`src/rtl/uc_rr_collector_pkg.sv`:
```
// Shared literal type and helpers for the unit-clause collector.
// Bit LIT_W-1 is polarity (1 = negated); the low bits are the variable index.
package uc_pkg;

    localparam int DEF_LIT_W = 16;
    localparam int NULL_IDX  = 0;

    typedef logic [DEF_LIT_W-1:0] lit_t;

    function automatic logic [DEF_LIT_W-2:0] lit_idx(input lit_t l);
        return l[DEF_LIT_W-2:0];
    endfunction

    function automatic logic lit_neg(input lit_t l);
        return l[DEF_LIT_W-1];
    endfunction

endpackage

```
`src/rtl/uc_rr_collector_if.sv`:
```
// Handshake bundle between the engine/memory sources, the broadcast sinks and the collector.
interface uc_rr_collector_if #(
    parameter int NUM_ENG = 4,
    parameter int LIT_W   = 16,
    parameter int DEPTH   = 8
);
    localparam int CNT_W = $clog2(DEPTH + 1);

    logic                     flush;
    logic                     mode;
    logic                     mem_valid;
    logic [LIT_W-1:0]         mem_lit;
    logic                     mem_ready;
    logic [NUM_ENG-1:0]       eng_valid;
    logic [NUM_ENG*LIT_W-1:0] eng_lit;
    logic [NUM_ENG-1:0]       eng_pop;
    logic [NUM_ENG:0]         eng_full;
    logic [LIT_W-1:0]         out_lit;
    logic                     out_push;
    logic                     conflict;
    logic [CNT_W-1:0]         count;

    modport master (
        output flush, mode, mem_valid, mem_lit, eng_valid, eng_lit, eng_full,
        input  mem_ready, eng_pop, out_lit, out_push, conflict, count
    );

    modport slave (
        input  flush, mode, mem_valid, mem_lit, eng_valid, eng_lit, eng_full,
        output mem_ready, eng_pop, out_lit, out_push, conflict, count
    );

endinterface

```
`src/rtl/uc_rr_collector_cam_fifo.sv`:
```
// DEPTH-entry literal FIFO with parallel same/complement match against a probe literal.
// Non-power-of-two depths are supported; pointers wrap explicitly.
module uc_cam_fifo #(
    parameter int DEPTH = 8,
    parameter int LIT_W = 16,
    localparam int PTR_W = $clog2(DEPTH),
    localparam int CNT_W = $clog2(DEPTH + 1)
) (
    input  logic             clk,
    input  logic             rst,
    input  logic             i_flush,
    input  logic             i_wr,
    input  logic [LIT_W-1:0] i_wdata,
    input  logic             i_rd,
    input  logic [LIT_W-1:0] i_probe,
    output logic [LIT_W-1:0] o_head,
    output logic [CNT_W-1:0] o_count,
    output logic             o_hit_same,
    output logic             o_hit_comp
);

    logic [LIT_W-1:0] r_mem [DEPTH];
    logic [DEPTH-1:0] r_vld;
    logic [PTR_W-1:0] r_wr_ptr;
    logic [PTR_W-1:0] r_rd_ptr;
    logic [CNT_W-1:0] r_count;

    function automatic logic [PTR_W-1:0] ptr_inc(input logic [PTR_W-1:0] p);
        return (p == PTR_W'(DEPTH - 1)) ? '0 : p + 1'b1;
    endfunction

    // Clear before set so a same-slot read and write at full leaves the slot valid.
    always_ff @(posedge clk or negedge rst) begin
        if (!rst) begin
            r_vld    <= '0;
            r_wr_ptr <= '0;
            r_rd_ptr <= '0;
            r_count  <= '0;
        end else if (i_flush) begin
            r_vld    <= '0;
            r_wr_ptr <= '0;
            r_rd_ptr <= '0;
            r_count  <= '0;
        end else begin
            if (i_rd) begin
                r_vld[r_rd_ptr] <= 1'b0;
                r_rd_ptr        <= ptr_inc(r_rd_ptr);
            end
            if (i_wr) begin
                r_vld[r_wr_ptr] <= 1'b1;
                r_wr_ptr        <= ptr_inc(r_wr_ptr);
            end
            case ({i_wr, i_rd})
                2'b10:   r_count <= r_count + 1'b1;
                2'b01:   r_count <= r_count - 1'b1;
                default: r_count <= r_count;
            endcase
        end
    end

    always_ff @(posedge clk) begin
        if (i_wr && !i_flush) begin
            r_mem[r_wr_ptr] <= i_wdata;
        end
    end

    always_comb begin
        o_hit_same = 1'b0;
        o_hit_comp = 1'b0;
        for (int i = 0; i < DEPTH; i++) begin
            if (r_vld[i] && (r_mem[i][LIT_W-2:0] == i_probe[LIT_W-2:0])) begin
                if (r_mem[i][LIT_W-1] == i_probe[LIT_W-1]) begin
                    o_hit_same = 1'b1;
                end else begin
                    o_hit_comp = 1'b1;
                end
            end
        end
    end

    assign o_head  = r_vld[r_rd_ptr] ? r_mem[r_rd_ptr] : '0;
    assign o_count = r_count;

endmodule

```
`src/rtl/uc_rr_collector.sv`:
```
// Unit-clause collector: grants memory first, then engines round-robin, into a conflict-checked FIFO.
// Define UCA_DEDUP_EN to drop granted literals identical to one already buffered.
module uc_rr_collector
    import uc_pkg::*;
#(
    parameter int NUM_ENG = 4,
    parameter int LIT_W   = DEF_LIT_W,
    parameter int DEPTH   = 8
) (
    input logic              clk,
    input logic              rst,
    uc_rr_collector_if.slave bus
);

    localparam int PTR_W = (NUM_ENG > 1) ? $clog2(NUM_ENG) : 1;
    localparam int CNT_W = $clog2(DEPTH + 1);
`ifdef UCA_DEDUP_EN
    localparam bit DEDUP_EN = 1'b1;
`else
    localparam bit DEDUP_EN = 1'b0;
`endif

    logic [PTR_W-1:0] r_rr_ptr;
    logic             r_conflict;

    logic [LIT_W-1:0] w_head;
    logic [CNT_W-1:0] w_count;
    logic             w_hit_same;
    logic             w_hit_comp;
    logic             w_push;
    logic             w_accept;
    logic             w_eng_hit;
    logic [PTR_W-1:0] w_gnt_idx;
    logic             w_mem_gnt;
    logic             w_eng_gnt;
    logic [LIT_W-1:0] w_glit;
    logic             w_null;
    logic             w_wr;

    // Grants are held off while rst is asserted so every output reads 0 in reset.
    assign w_push   = (w_count != '0) && !(|bus.eng_full) && !r_conflict && !bus.flush;
    assign w_accept = ((w_count < CNT_W'(DEPTH)) || w_push) && !r_conflict && !bus.flush && rst;

    always_comb begin
        w_eng_hit = 1'b0;
        w_gnt_idx = '0;
        for (int k = 0; k < NUM_ENG; k++) begin
            if (!w_eng_hit && bus.eng_valid[(int'(r_rr_ptr) + k) % NUM_ENG]) begin
                w_eng_hit = 1'b1;
                w_gnt_idx = PTR_W'((int'(r_rr_ptr) + k) % NUM_ENG);
            end
        end
    end

    assign w_mem_gnt = w_accept && bus.mem_valid;
    assign w_eng_gnt = w_accept && !bus.mem_valid && w_eng_hit;
    assign w_glit    = w_mem_gnt ? bus.mem_lit : bus.eng_lit[int'(w_gnt_idx)*LIT_W +: LIT_W];
    assign w_null    = (w_glit[LIT_W-2:0] == (LIT_W-1)'(NULL_IDX));
    assign w_wr      = (w_mem_gnt || w_eng_gnt) && !w_null && !w_hit_comp
                       && !(DEDUP_EN && w_hit_same);

    always_ff @(posedge clk or negedge rst) begin
        if (!rst) begin
            r_rr_ptr   <= '0;
            r_conflict <= 1'b0;
        end else if (bus.flush) begin
            r_rr_ptr   <= '0;
            r_conflict <= 1'b0;
        end else begin
            if ((w_mem_gnt || w_eng_gnt) && !w_null && w_hit_comp) begin
                r_conflict <= 1'b1;
            end
            if (w_eng_gnt) begin
                if (bus.mode) begin
                    r_rr_ptr <= (int'(w_gnt_idx) == NUM_ENG - 1) ? '0 : w_gnt_idx + 1'b1;
                end else begin
                    r_rr_ptr <= w_gnt_idx;
                end
            end
        end
    end

    uc_cam_fifo #(
        .DEPTH (DEPTH),
        .LIT_W (LIT_W)
    ) u_fifo (
        .clk        (clk),
        .rst        (rst),
        .i_flush    (bus.flush),
        .i_wr       (w_wr),
        .i_wdata    (w_glit),
        .i_rd       (w_push),
        .i_probe    (w_glit),
        .o_head     (w_head),
        .o_count    (w_count),
        .o_hit_same (w_hit_same),
        .o_hit_comp (w_hit_comp)
    );

    assign bus.mem_ready = w_mem_gnt;
    assign bus.eng_pop   = w_eng_gnt ? (NUM_ENG'(1) << w_gnt_idx) : '0;
    assign bus.out_lit   = w_head;
    assign bus.out_push  = w_push;
    assign bus.conflict  = r_conflict;
    assign bus.count     = w_count;

endmodule

```
`src/flat_wrapper.sv`:
```
// flat-port wrapper written by rule: the top's interface ports become plain ports
module uc_rr_collector_flat import uc_pkg::*;
#(
    parameter int NUM_ENG = 4,
    parameter int LIT_W   = DEF_LIT_W,
    parameter int DEPTH   = 8
)
  (clk, rst, bus_flush, bus_mode, bus_mem_valid, bus_mem_lit, bus_eng_valid, bus_eng_lit, bus_eng_full, bus_mem_ready, bus_eng_pop, bus_out_lit, bus_out_push, bus_conflict, bus_count);
  uc_rr_collector_if #(.NUM_ENG(NUM_ENG), .LIT_W(LIT_W), .DEPTH(DEPTH)) bus_i ();
  input logic clk;
  input logic rst;
  input wire logic [$bits(bus_i.flush)-1:0] bus_flush;
  input wire logic [$bits(bus_i.mode)-1:0] bus_mode;
  input wire logic [$bits(bus_i.mem_valid)-1:0] bus_mem_valid;
  input wire logic [$bits(bus_i.mem_lit)-1:0] bus_mem_lit;
  input wire logic [$bits(bus_i.eng_valid)-1:0] bus_eng_valid;
  input wire logic [$bits(bus_i.eng_lit)-1:0] bus_eng_lit;
  input wire logic [$bits(bus_i.eng_full)-1:0] bus_eng_full;
  output wire logic [$bits(bus_i.mem_ready)-1:0] bus_mem_ready;
  output wire logic [$bits(bus_i.eng_pop)-1:0] bus_eng_pop;
  output wire logic [$bits(bus_i.out_lit)-1:0] bus_out_lit;
  output wire logic [$bits(bus_i.out_push)-1:0] bus_out_push;
  output wire logic [$bits(bus_i.conflict)-1:0] bus_conflict;
  output wire logic [$bits(bus_i.count)-1:0] bus_count;
  assign bus_i.flush = bus_flush;
  assign bus_i.mode = bus_mode;
  assign bus_i.mem_valid = bus_mem_valid;
  assign bus_i.mem_lit = bus_mem_lit;
  assign bus_i.eng_valid = bus_eng_valid;
  assign bus_i.eng_lit = bus_eng_lit;
  assign bus_i.eng_full = bus_eng_full;
  assign bus_mem_ready = bus_i.mem_ready;
  assign bus_eng_pop = bus_i.eng_pop;
  assign bus_out_lit = bus_i.out_lit;
  assign bus_out_push = bus_i.out_push;
  assign bus_conflict = bus_i.conflict;
  assign bus_count = bus_i.count;
  uc_rr_collector #(.NUM_ENG(NUM_ENG), .LIT_W(LIT_W), .DEPTH(DEPTH)) u_core (.clk(clk), .rst(rst), .bus(bus_i));
endmodule
```
`config.mk`:
```
export PLATFORM = sky130hd
export DESIGN_NAME = uc_rr_collector_flat
export DESIGN_NICKNAME = d
export VERILOG_FILES = /design/src/rtl/uc_rr_collector_pkg.sv /design/src/rtl/uc_rr_collector_if.sv /design/src/rtl/uc_rr_collector_cam_fifo.sv /design/src/rtl/uc_rr_collector.sv /design/src/flat_wrapper.sv
export SDC_FILE = /design/constraint.sdc
export NUM_CORES = 1
export LEC_CHECK = 0
export ABC_AREA = 1
export BUFFER_PORTS_ARGS = -buffer_cell sky130_fd_sc_hd__clkbuf_2
export CAP_MARGIN = 15
export CORE_MARGIN = 3
export CORE_UTILIZATION = 35
export DETAILED_ROUTE_END_ITERATION = 8
export PLACE_DENSITY = 0.57
export SLEW_MARGIN = 40
export SYNTH_ARGS = -nofsm -noshare
export SYNTH_HDL_FRONTEND = slang
export SYNTH_SLANG_ARGS = --single-unit
export TNS_END_PERCENT = 1
```
`constraint.sdc`:
```
create_clock -name clk -period 9.65 [get_ports clk]
set_input_delay 1.4475 -clock clk [delete_from_list [all_inputs] [get_ports clk]]
set_output_delay 1.4475 -clock clk [all_outputs]
set_load 0.01 [all_outputs]
```
==> results of run 1 <==
cells by family (layout without fill, tap and decap cells):
group	count (synthesis)	count (layout)
DFF	149	149
adders and majority gates	10	10
buffers and inverters	210	341
and+or+nand+nor	807	807
AOI/OAI and AO/OA	125	125
xor gates and xnor gates	14	14
through the flow:
stage	cells	power (mW)	setup WS [ns]	area, µm²	utilization
4_1_cts	1824	2.981	3.935	11600	0.4142
3_3_place_gp	1791	2.273	3.655	10970	0.3917
3_5_place_dp	1792	2.280	3.515	10990	0.3923
5_1_grt	1824	3.178	3.365	11620	0.4148
2_1_floorplan	1315	1.835	4.925	10000	-
6_report	1824	2.997	3.825	11620	0.4148
power by group through the flow:
stage / clock (mW) / sequential [mW] / combinational (mW)
floorplan: 0 / 0.890 / 0.945
global placement: 0 / 0.904 / 1.37
detailed placement: 0 / 0.904 / 1.38
CTS: 0.706 / 0.892 / 1.38
global route: 0.733 / 0.898 / 1.55
finish: 0.702 / 0.893 / 1.40
layout make-up:
type                    instances  area, µm²  share of cell area
multi-input cells             956       4791              0.4123
flip-flops and latches        149       4369              0.3760
repair buffers                134      705.7             0.06073
inverters                     175      666.9             0.05739
well taps                     378      473.0             0.04070
clock buffers                  19      432.9             0.03726
clock inverters                13      181.4             0.01561
worst min-delay path by stage:
stage | startpoint | to | slack (ns) | depth (start not counted)
6_report | u_core.u_fifo.o_count[2] | u_core.u_fifo.o_count[2] | 0.58 | 2
5_1_grt | u_core.u_fifo.o_count[2] | u_core.u_fifo.o_count[2] | 0.62 | 2
4_1_cts | u_core.u_fifo.o_count[2] | u_core.u_fifo.o_count[2] | 0.59 | 2
3_5_place_dp | u_core.u_fifo.o_count[2] | u_core.u_fifo.o_count[2] | 0.57 | 2
3_3_place_gp | u_core.u_fifo.o_count[2] | u_core.u_fifo.o_count[2] | 0.55 | 2
2_1_floorplan | u_core.u_fifo.r_vld[7] | u_core.u_fifo.r_vld[7] | 0.54 | 2
placed cells by master, fill, tap and decap left out, types with 3 or more instances in the layout:
cell                           n
sky130_fd_sc_hd__inv_2         6
sky130_fd_sc_hd__nand3_2      39
sky130_fd_sc_hd__nand2_2      14
sky130_fd_sc_hd__inv_6         3
sky130_fd_sc_hd__nand3_4       3
sky130_fd_sc_hd__nand2_4      14
sky130_fd_sc_hd__edfxtp_1    128
sky130_fd_sc_hd__o21ai_0      34
sky130_fd_sc_hd__dfrtp_1      21
sky130_fd_sc_hd__inv_1       163
sky130_fd_sc_hd__nand2_1     480
sky130_fd_sc_hd__o2111ai_1     5
sky130_fd_sc_hd__or2_2        15
sky130_fd_sc_hd__buf_4        14
sky130_fd_sc_hd__nor3_1        6
sky130_fd_sc_hd__nand3_1      91
sky130_fd_sc_hd__xnor2_1       4
sky130_fd_sc_hd__clkbuf_2    120
sky130_fd_sc_hd__o41ai_1      10
sky130_fd_sc_hd__o22ai_1      48
sky130_fd_sc_hd__bufinv_16     4
sky130_fd_sc_hd__nand4_1      42
sky130_fd_sc_hd__ha_1         10
sky130_fd_sc_hd__nor2_1       93
sky130_fd_sc_hd__o31ai_1       5
sky130_fd_sc_hd__xor2_1       10
sky130_fd_sc_hd__o21ai_1       7
sky130_fd_sc_hd__clkinv_1      6
sky130_fd_sc_hd__clkinvlp_4    3
sky130_fd_sc_hd__o211ai_1      7
sky130_fd_sc_hd__a21oi_1       5
sky130_fd_sc_hd__clkbuf_16    17
metal layers:
metal	track usage	vias to the layer above	part of all wire	routed length, µm
li1	-	4595	-	-
met1	0.3137	4395	0.43	15220
met2	0.3521	556	0.44	15480
met3	0.05389	71	0.10	3646
met4	0.08444	2	0.034	1216
met5	0	-	0.00020	7
critical path, stage by stage:
cell and delay, ns:
sky130_fd_sc_hd__clkbuf_2 0.07, sky130_fd_sc_hd__nor2_1 0.03, sky130_fd_sc_hd__nand2_1 0.06, sky130_fd_sc_hd__nor3_1 0.05, sky130_fd_sc_hd__nand2_1 0.36, sky130_fd_sc_hd__nand2_1 0.20, sky130_fd_sc_hd__nand3_2 0.09, sky130_fd_sc_hd__buf_4 0.44
sky130_fd_sc_hd__clkinv_1 0.63, sky130_fd_sc_hd__nand2_1 0.36, sky130_fd_sc_hd__nand2_1 0.41, sky130_fd_sc_hd__o211ai_1 0.32, sky130_fd_sc_hd__nor2_1 0.07, sky130_fd_sc_hd__nand3_1 0.09, sky130_fd_sc_hd__nand2_1 0.09, sky130_fd_sc_hd__nor2_4 0.15
sky130_fd_sc_hd__nand3_4 0.15, sky130_fd_sc_hd__inv_2 0.15, sky130_fd_sc_hd__nand2_1 0.23, sky130_fd_sc_hd__nor2_1 0.17, sky130_fd_sc_hd__buf_4 0.29
state kept, by name, summed over array words and instances, names as in the netlist:
name                    flops
u_core.bus.conflict         1
u_core.u_fifo.r_rd_ptr      3
u_core.r_rr_ptr             2
u_core.u_fifo.r_vld         8
u_core.u_fifo.r_mem       128
u_core.u_fifo.r_wr_ptr      3
u_core.u_fifo.o_count       4
==> impl_summary.md, run 1 <==
Synthesis
The fraction of synthesized area in multiplexers is 0. For this run, the leading register cell type out of synthesis is sky130_fd_sc_hd__edfxtp_1. The fraction of synthesized cell area taken by the top area cell type is 0.3842. The share of synthesized cell area in full adder, half adder and majority cells is 0.01251.

The most repeated cell in the gate-level netlist after synthesis is sky130_fd_sc_hd__nand2_1. The post-synthesis async set-or-reset flop share is 0.1409. The area share of and/or/nand/nor cells after synthesis is 0.3729. The gate count after technology mapping is 1315. The fraction of the mapped netlist area in compound gates is 0.07805. The mean post-synth cell area is about 7.6 µm².

When the netlist entered floorplanning its net count stood at roughly 1400. Counting flops with a built-in enable in the synthesized netlist gives 128. By area the synthesized netlist is led by sky130_fd_sc_hd__edfxtp_1, sky130_fd_sc_hd__nand2_1, sky130_fd_sc_hd__inv_1. The synthesized netlist occupies a cell area of 10000 µm². After synthesis, the most frequently instantiated cells are sky130_fd_sc_hd__nand2_1, sky130_fd_sc_hd__inv_1, sky130_fd_sc_hd__edfxtp_1. The sequential share of the synthesized area is 0.4368.

The biggest area contributor in the post-synthesis netlist is sky130_fd_sc_hd__edfxtp_1. The largest family of logic cells by synthesized area is simple AND/OR/NAND/NOR gates. Of the total synthesized cell area, the portion taken by XOR and XNOR cells is 0.01226.

The count of state elements after synthesis is between 100 and 150. After synthesis, the netlist uses 40 different library cells. The total number of yosys warnings is 0.

Floorplanning
From left edge to right edge, the die measures approximately 180 µm. The starting utilization of the core area is 0.3571. The initialized floorplan defines 61 standard-cell rows. For this design the top-level I/O count stands at 121.

The core region is roughly 28000 µm². The floorplan step defined a die boundary enclosing approximately 31000 µm². The die extent in y is ~180 µm.

Clock network
The total of cells resized after clock tree synthesis is 0. Counting the buffers created by CTS gives 17. The number of buffers inserted for hold repair after clock tree synthesis is 0.

The TritonCTS clock tree is done. The total number of clock tree sinks is ~150. After clock tree synthesis, the clock-pin slew on the worst setup and hold paths is 0.06 ns. The H-tree was split into 4 levels. The buffer cell driving the clock tree root is sky130_fd_sc_hd__clkbuf_16. Once the clock tree was built, the setup fixing pass inserted 0 buffers.

The number of buffers on the longest clock path is 2. For the worst-skew pair, the clock arrives at the later sink with an insertion delay of about 0.43 ns.

Drt
The number of violations reported at the end of detailed-routing iteration 0 is approximately 1100. Using the TritonRoute via totals, the vias-per-cell ratio works out to approximately 5.3. The per-cell routed wire length is between 15 and 20 µm. The final layout contains routed wiring with a total length of between 30 and 40 mm.

The count of nets left with antenna violations once routing finished came out at 0. In the routed design, unresolved DRC markers number 0. The pre-antenna-repair detailed-routing pass consisted of 5 iterations. The routed layout has 9619 vias.

Worst setup path
The maximum fanout along the worst path is 49. The setup slack of the worst register-to-register path is 4.31 ns. The type of the worst setup path is in2reg. The worst setup path endpoint is u_core.u_fifo.r_mem[2][11]. The data arrival time at the worst-slack endpoint is 5.94 ns. The endpoint identified for the worst register-to-register timing path is u_core.u_fifo.r_mem[2][11].

Tracing the worst setup path back leads to its startpoint at bus_eng_full[4]. The startpoint of the most critical register-to-register path is u_core.r_rr_ptr[0]. The path depth of the worst reg2reg path is 25.

STA classifies the critical path startpoint as an input pin. The nature of the critical path endpoint is a register. STA puts the critical path data required time at 9.76 ns.

Timing
For this run, the top clock speed supported by timing is approximately 170 MHz. Final hold analysis gives a worst-case slack of ~0.58 ns. Setup repair after global routing left no endpoint under its margin.

The count of final max-slew check failures came to 0. Measured against its own limit, the worst slew margin works out to 0.5044. The final hold violation count is 0. Adding up every negative setup slack in the final design gives 0 ns.

The post-route clock period utilization is 0.6036. Setup violations remaining at the end of the flow were counted as 0. Across the routed clock network, the largest skew measured is slightly above 0.01 ns. At the pin with the least slew margin, the transition time is around 0.73 ns.

The final critical-path required period is between 5 and 6 ns.

Pwr
Of the total power, registers draw 0.298. The internal portion of the total power is 1.649 mW. The switching power as a share of total power is 0.4499.

The share of total power dissipated in combinational logic is 0.468. For this design the static power due to leakage is 5.566 nW. VDD sags by at most ~0.12 mV.

Dividing total power by cell area gives a power density of between 200 and 300 nW/µm². The net switching power is between 1 and 1.5 mW. The share of total power dissipated in the clock network is 0.234.

Hold path
The path class of the tightest hold or removal check is reg2reg.

Placement
The total of buffers placed on input and output ports is 120. The placer congestion estimate is roughly 0.97. The HPWL reported at the end of detailed placement is roughly 27 mm.

Final layout
The final layout contains 1537 nets. Compared with the post-synthesis result, the final layout area differs by 16.16%. In the final layout, the share of cells above drive strength 1 is 0.1798. The number of diodes added for antenna fixing is 0. The number of fill cells is 2911.

Run status
The run finished with clean final reports.

GRT
The first-pass GRT wire length is roughly 53 mm. The overall overflow remaining after global route is 0. The global-route usage over all layers is 0.2285.

Entering global routing, the biggest net connects 50 pins. The number of antenna violations at the first check in global routing came to 1. The via count of the first global-routing pass came to around 9000.

Run
The max capacitance violation total is 0.
Note: power is estimated with default switching activity, not from simulation.
==> run 2: changes to the inputs <==
Clock period 9.65 ns to 5.7 ns, I/O delays scaled along.
==> impl_summary.md, run 2 (same netlist as run 1, synthesis figures left out) <==
Final layout
The number of diodes added for antenna fixing is 0 (unchanged). The area growth from synthesis to layout is 16.32% (was 16.16%). The proportion of layout cells with a drive suffix above 1 is 0.1818 (was 0.1798). Commonest cells after routing, fill and taps aside: sky130_fd_sc_hd__nand2_1, sky130_fd_sc_hd__inv_1, sky130_fd_sc_hd__edfxtp_1 (unchanged).

The register with the highest flop count is u_core.u_fifo.r_mem (unchanged). The number of fill cells is 2867 (was 2911). The number of flip-flops in the largest register came to 128 (unchanged). The final layout net count is 1544 (was 1537). The most common library cell in the layout ignoring fill and taps is sky130_fd_sc_hd__nand2_1 (unchanged).

Floorplanning
The starting utilization of the core area is 0.3571 (unchanged). The area of the core was 28010 µm² (unchanged). The die outline width was 175.1 µm (unchanged). The I/O pin count is 121 (unchanged). The die extent in y is 175.1 µm (unchanged). The overall die area came to 30650 µm² (unchanged).

The row count is 61 (unchanged).

GRT
The first-pass GRT wire length was 53.92 mm (was 53.20 mm). The overall overflow remaining after global route is 0 (unchanged). The maximum number of pins on one net before global-route repair is 37 (was 50). The via count of the first global-routing pass is 9102 (was 8996).

The global-route usage over all layers is 0.2316 (was 0.2285). The number of antenna violations at the first check in global routing is 0 (was 1).

Clock network
The total of cells resized after clock tree synthesis came to 0 (unchanged). The insertion delay of the later-clocked pin in the worst-skew pair came to 0.42 ns (was 0.43 ns). The number of buffers inserted to repair setup after CTS is 0 (unchanged). The number of H-tree branching levels was 4 (unchanged).

The buffer cell driving the clock tree root is sky130_fd_sc_hd__clkbuf_16 (unchanged). The total number of clock tree sinks is 149 (unchanged). The number of buffers inserted for hold repair after clock tree synthesis is 0 (unchanged). The number of buffers inserted during clock tree synthesis was 17 (unchanged). The number of buffers on the longest clock path was 2 (unchanged).

The TritonCTS clock tree is done (unchanged). The clock edge transition at the registers on the reported setup and hold paths is 0.06 ns (about the same).

Timing
The total setup violations reported at the end of the flow was 0 (unchanged). The minimum hold slack is 0.4696 ns (was 0.5803 ns). The count of final max-slew check failures is 0 (unchanged). The slew at the pin with the worst max-slew slack is 0.9192 ns (was 0.7338 ns). The total negative slack came to 0 ns (unchanged). Dividing the final minimum period by the clock period gives 0.8292. The final critical-path required period is approximately 4.7 ns. Unrepaired setup endpoints after global routing: no (unchanged). The normalized max-slew margin was 0.3792 (was 0.5044). The final hold violation count is 0 (unchanged).

Static timing analysis puts the maximum clock frequency at roughly 210 MHz. The final setup skew is 0.008884 ns (was 0.01036 ns).

Run status
Outcome: completed (unchanged).

Drt
The average vias per placed instance is 5.286 (was 5.274). The total wire length came to 36.04 mm (was 35.57 mm). The detailed-routing iteration count for the pre-antenna-repair pass is 6 (was 5). The number of antenna-violating nets in the routed design was 0 (unchanged). The number of violations reported at the end of detailed-routing iteration 0 is 1239 (was 1137). The per-cell routed wire length is 19.69 µm (was 19.50 µm). The vias after detailed routing is 9674 (was 9619). The number of remaining DRC errors is 0 (unchanged).

Pwr
The total power per unit cell area is 434.7 nW/µm² (was 258.0 nW/µm²). The worst-case vdd ir drop is 0.2012 mV (was 0.1169 mV). The leakage power is 5.576 nW (was 5.566 nW).

Placement
The HPWL reported at the end of detailed placement is 27.55 mm (was 27.27 mm). The total of buffers placed on input and output ports was 120 (unchanged). The placer congestion estimate is 0.9359 (was 0.9683).

Worst setup path
The cell with the largest stage delay on the worst path is sky130_fd_sc_hd__clkinv_1 (unchanged). Ordered list of cells on the worst path: nor2_1 -> nand3_1 -> nand2_1 -> buf_4 -> nand2_1 -> nand3_2 -> clkinv_1 -> nand2_1 -> nand2_1 -> o211ai_1 -> nor2_1 -> nand3_1 -> nand2_1 -> nor2_4 -> nand3_4 -> inv_2 -> nand2_1 -> nor2_1 -> buf_4 (was clkbuf_2 -> nor2_1 -> nand2_1 -> nor3_1 -> nand2_1 -> nand2_1 -> nand3_2 -> buf_4 -> clkinv_1 -> nand2_1 -> nand2_1 -> o211ai_1 -> nor2_1 -> nand3_1 -> nand2_1 -> nor2_4 -> nand3_4 -> inv_2 -> nand2_1 -> nor2_1 -> buf_4). The maximum cell stage delay along the critical path is 0.54 ns (was 0.63 ns). The maximum fanout along the worst path is 18 (was 49). The largest delay contributor family on the critical path is simple AND/OR/NAND/NOR gates (unchanged). The data arrival time at the worst-slack endpoint is 4.83 ns (was 5.94 ns). The nature of the critical path endpoint is a register (unchanged). The dominant cell type by count on the critical path is sky130_fd_sc_hd__nand2_1 (unchanged). The type of the worst setup path is reg2reg (was in2reg).

The required time of the critical path was 5.80 ns (was 9.76 ns). The kind of start point of the critical path is a register (was input pin). The combined buffer and inverter count along the critical path is 4 (was 5).

Hold path
The class of the tightest hold or removal check is in2async (was reg2reg).

Run
The max capacitance violation total came to 0 (unchanged).
[run 2: final cells by class]
cell class                      instances  area, µm²  area share
Inverter                              175      666.9     0.05731
Sequential cell                       149       4369      0.3755
Clock inverter                         13      157.7     0.01355
Clock buffer                           18      429.2     0.03688
Timing Repair Buffer                  141      762.0     0.06548
Tap cell                              378      473.0     0.04065
Multi-Input combinational cell        956       4778      0.4106
[run 2: routing by layer]
metal  share of wire  track usage  up-vias
met3           0.093      0.03781       55
met1            0.43       0.3241     4484
met4           0.028      0.07281        0
met5               0            0        -
met2            0.44       0.3682      521
li1                -            -     4614
[run 2: final timing paths]
kind	from	to	slack, ns	cells past startpoint
setup reg to reg	u_core.u_fifo.o_count[3]	u_core.u_fifo.r_mem[4][6]	0.97	19
max in group asynchronous	rst	u_core.u_fifo.r_vld[3]	5.00	2
hold / removal	rst	u_core.u_fifo.r_wr_ptr[0]	0.47	2
min in group clk	u_core.u_fifo.o_count[2]	u_core.u_fifo.o_count[2]	0.55	2
hold reg to reg	u_core.u_fifo.o_count[2]	u_core.u_fifo.o_count[2]	0.55	2
setup / recovery	u_core.u_fifo.o_count[3]	u_core.u_fifo.r_mem[4][6]	0.97	19
[run 2: stage by stage]
step / setup WS [ns] / power [mW] / util / std cells / area [µm²]
floorplan: 1.567 / 3.106 / - / 1315 / 10000
global route: 0.5336 / 5.330 / 0.4154 / 1830 / 11640
global placement: 0.6926 / 3.879 / 0.3935 / 1798 / 11020
finish: 0.9735 / 5.058 / 0.4154 / 1830 / 11640
CTS: 1.035 / 5.026 / 0.4151 / 1830 / 11630
detailed placement: 0.6507 / 3.888 / 0.3941 / 1799 / 11040
[run 2: where the power goes]
part / internal [mW] / switching [mW]
Clock: 0.684 / 0.455
Sequential: 1.45 / 0.0656
Combinational: 0.621 / 1.78
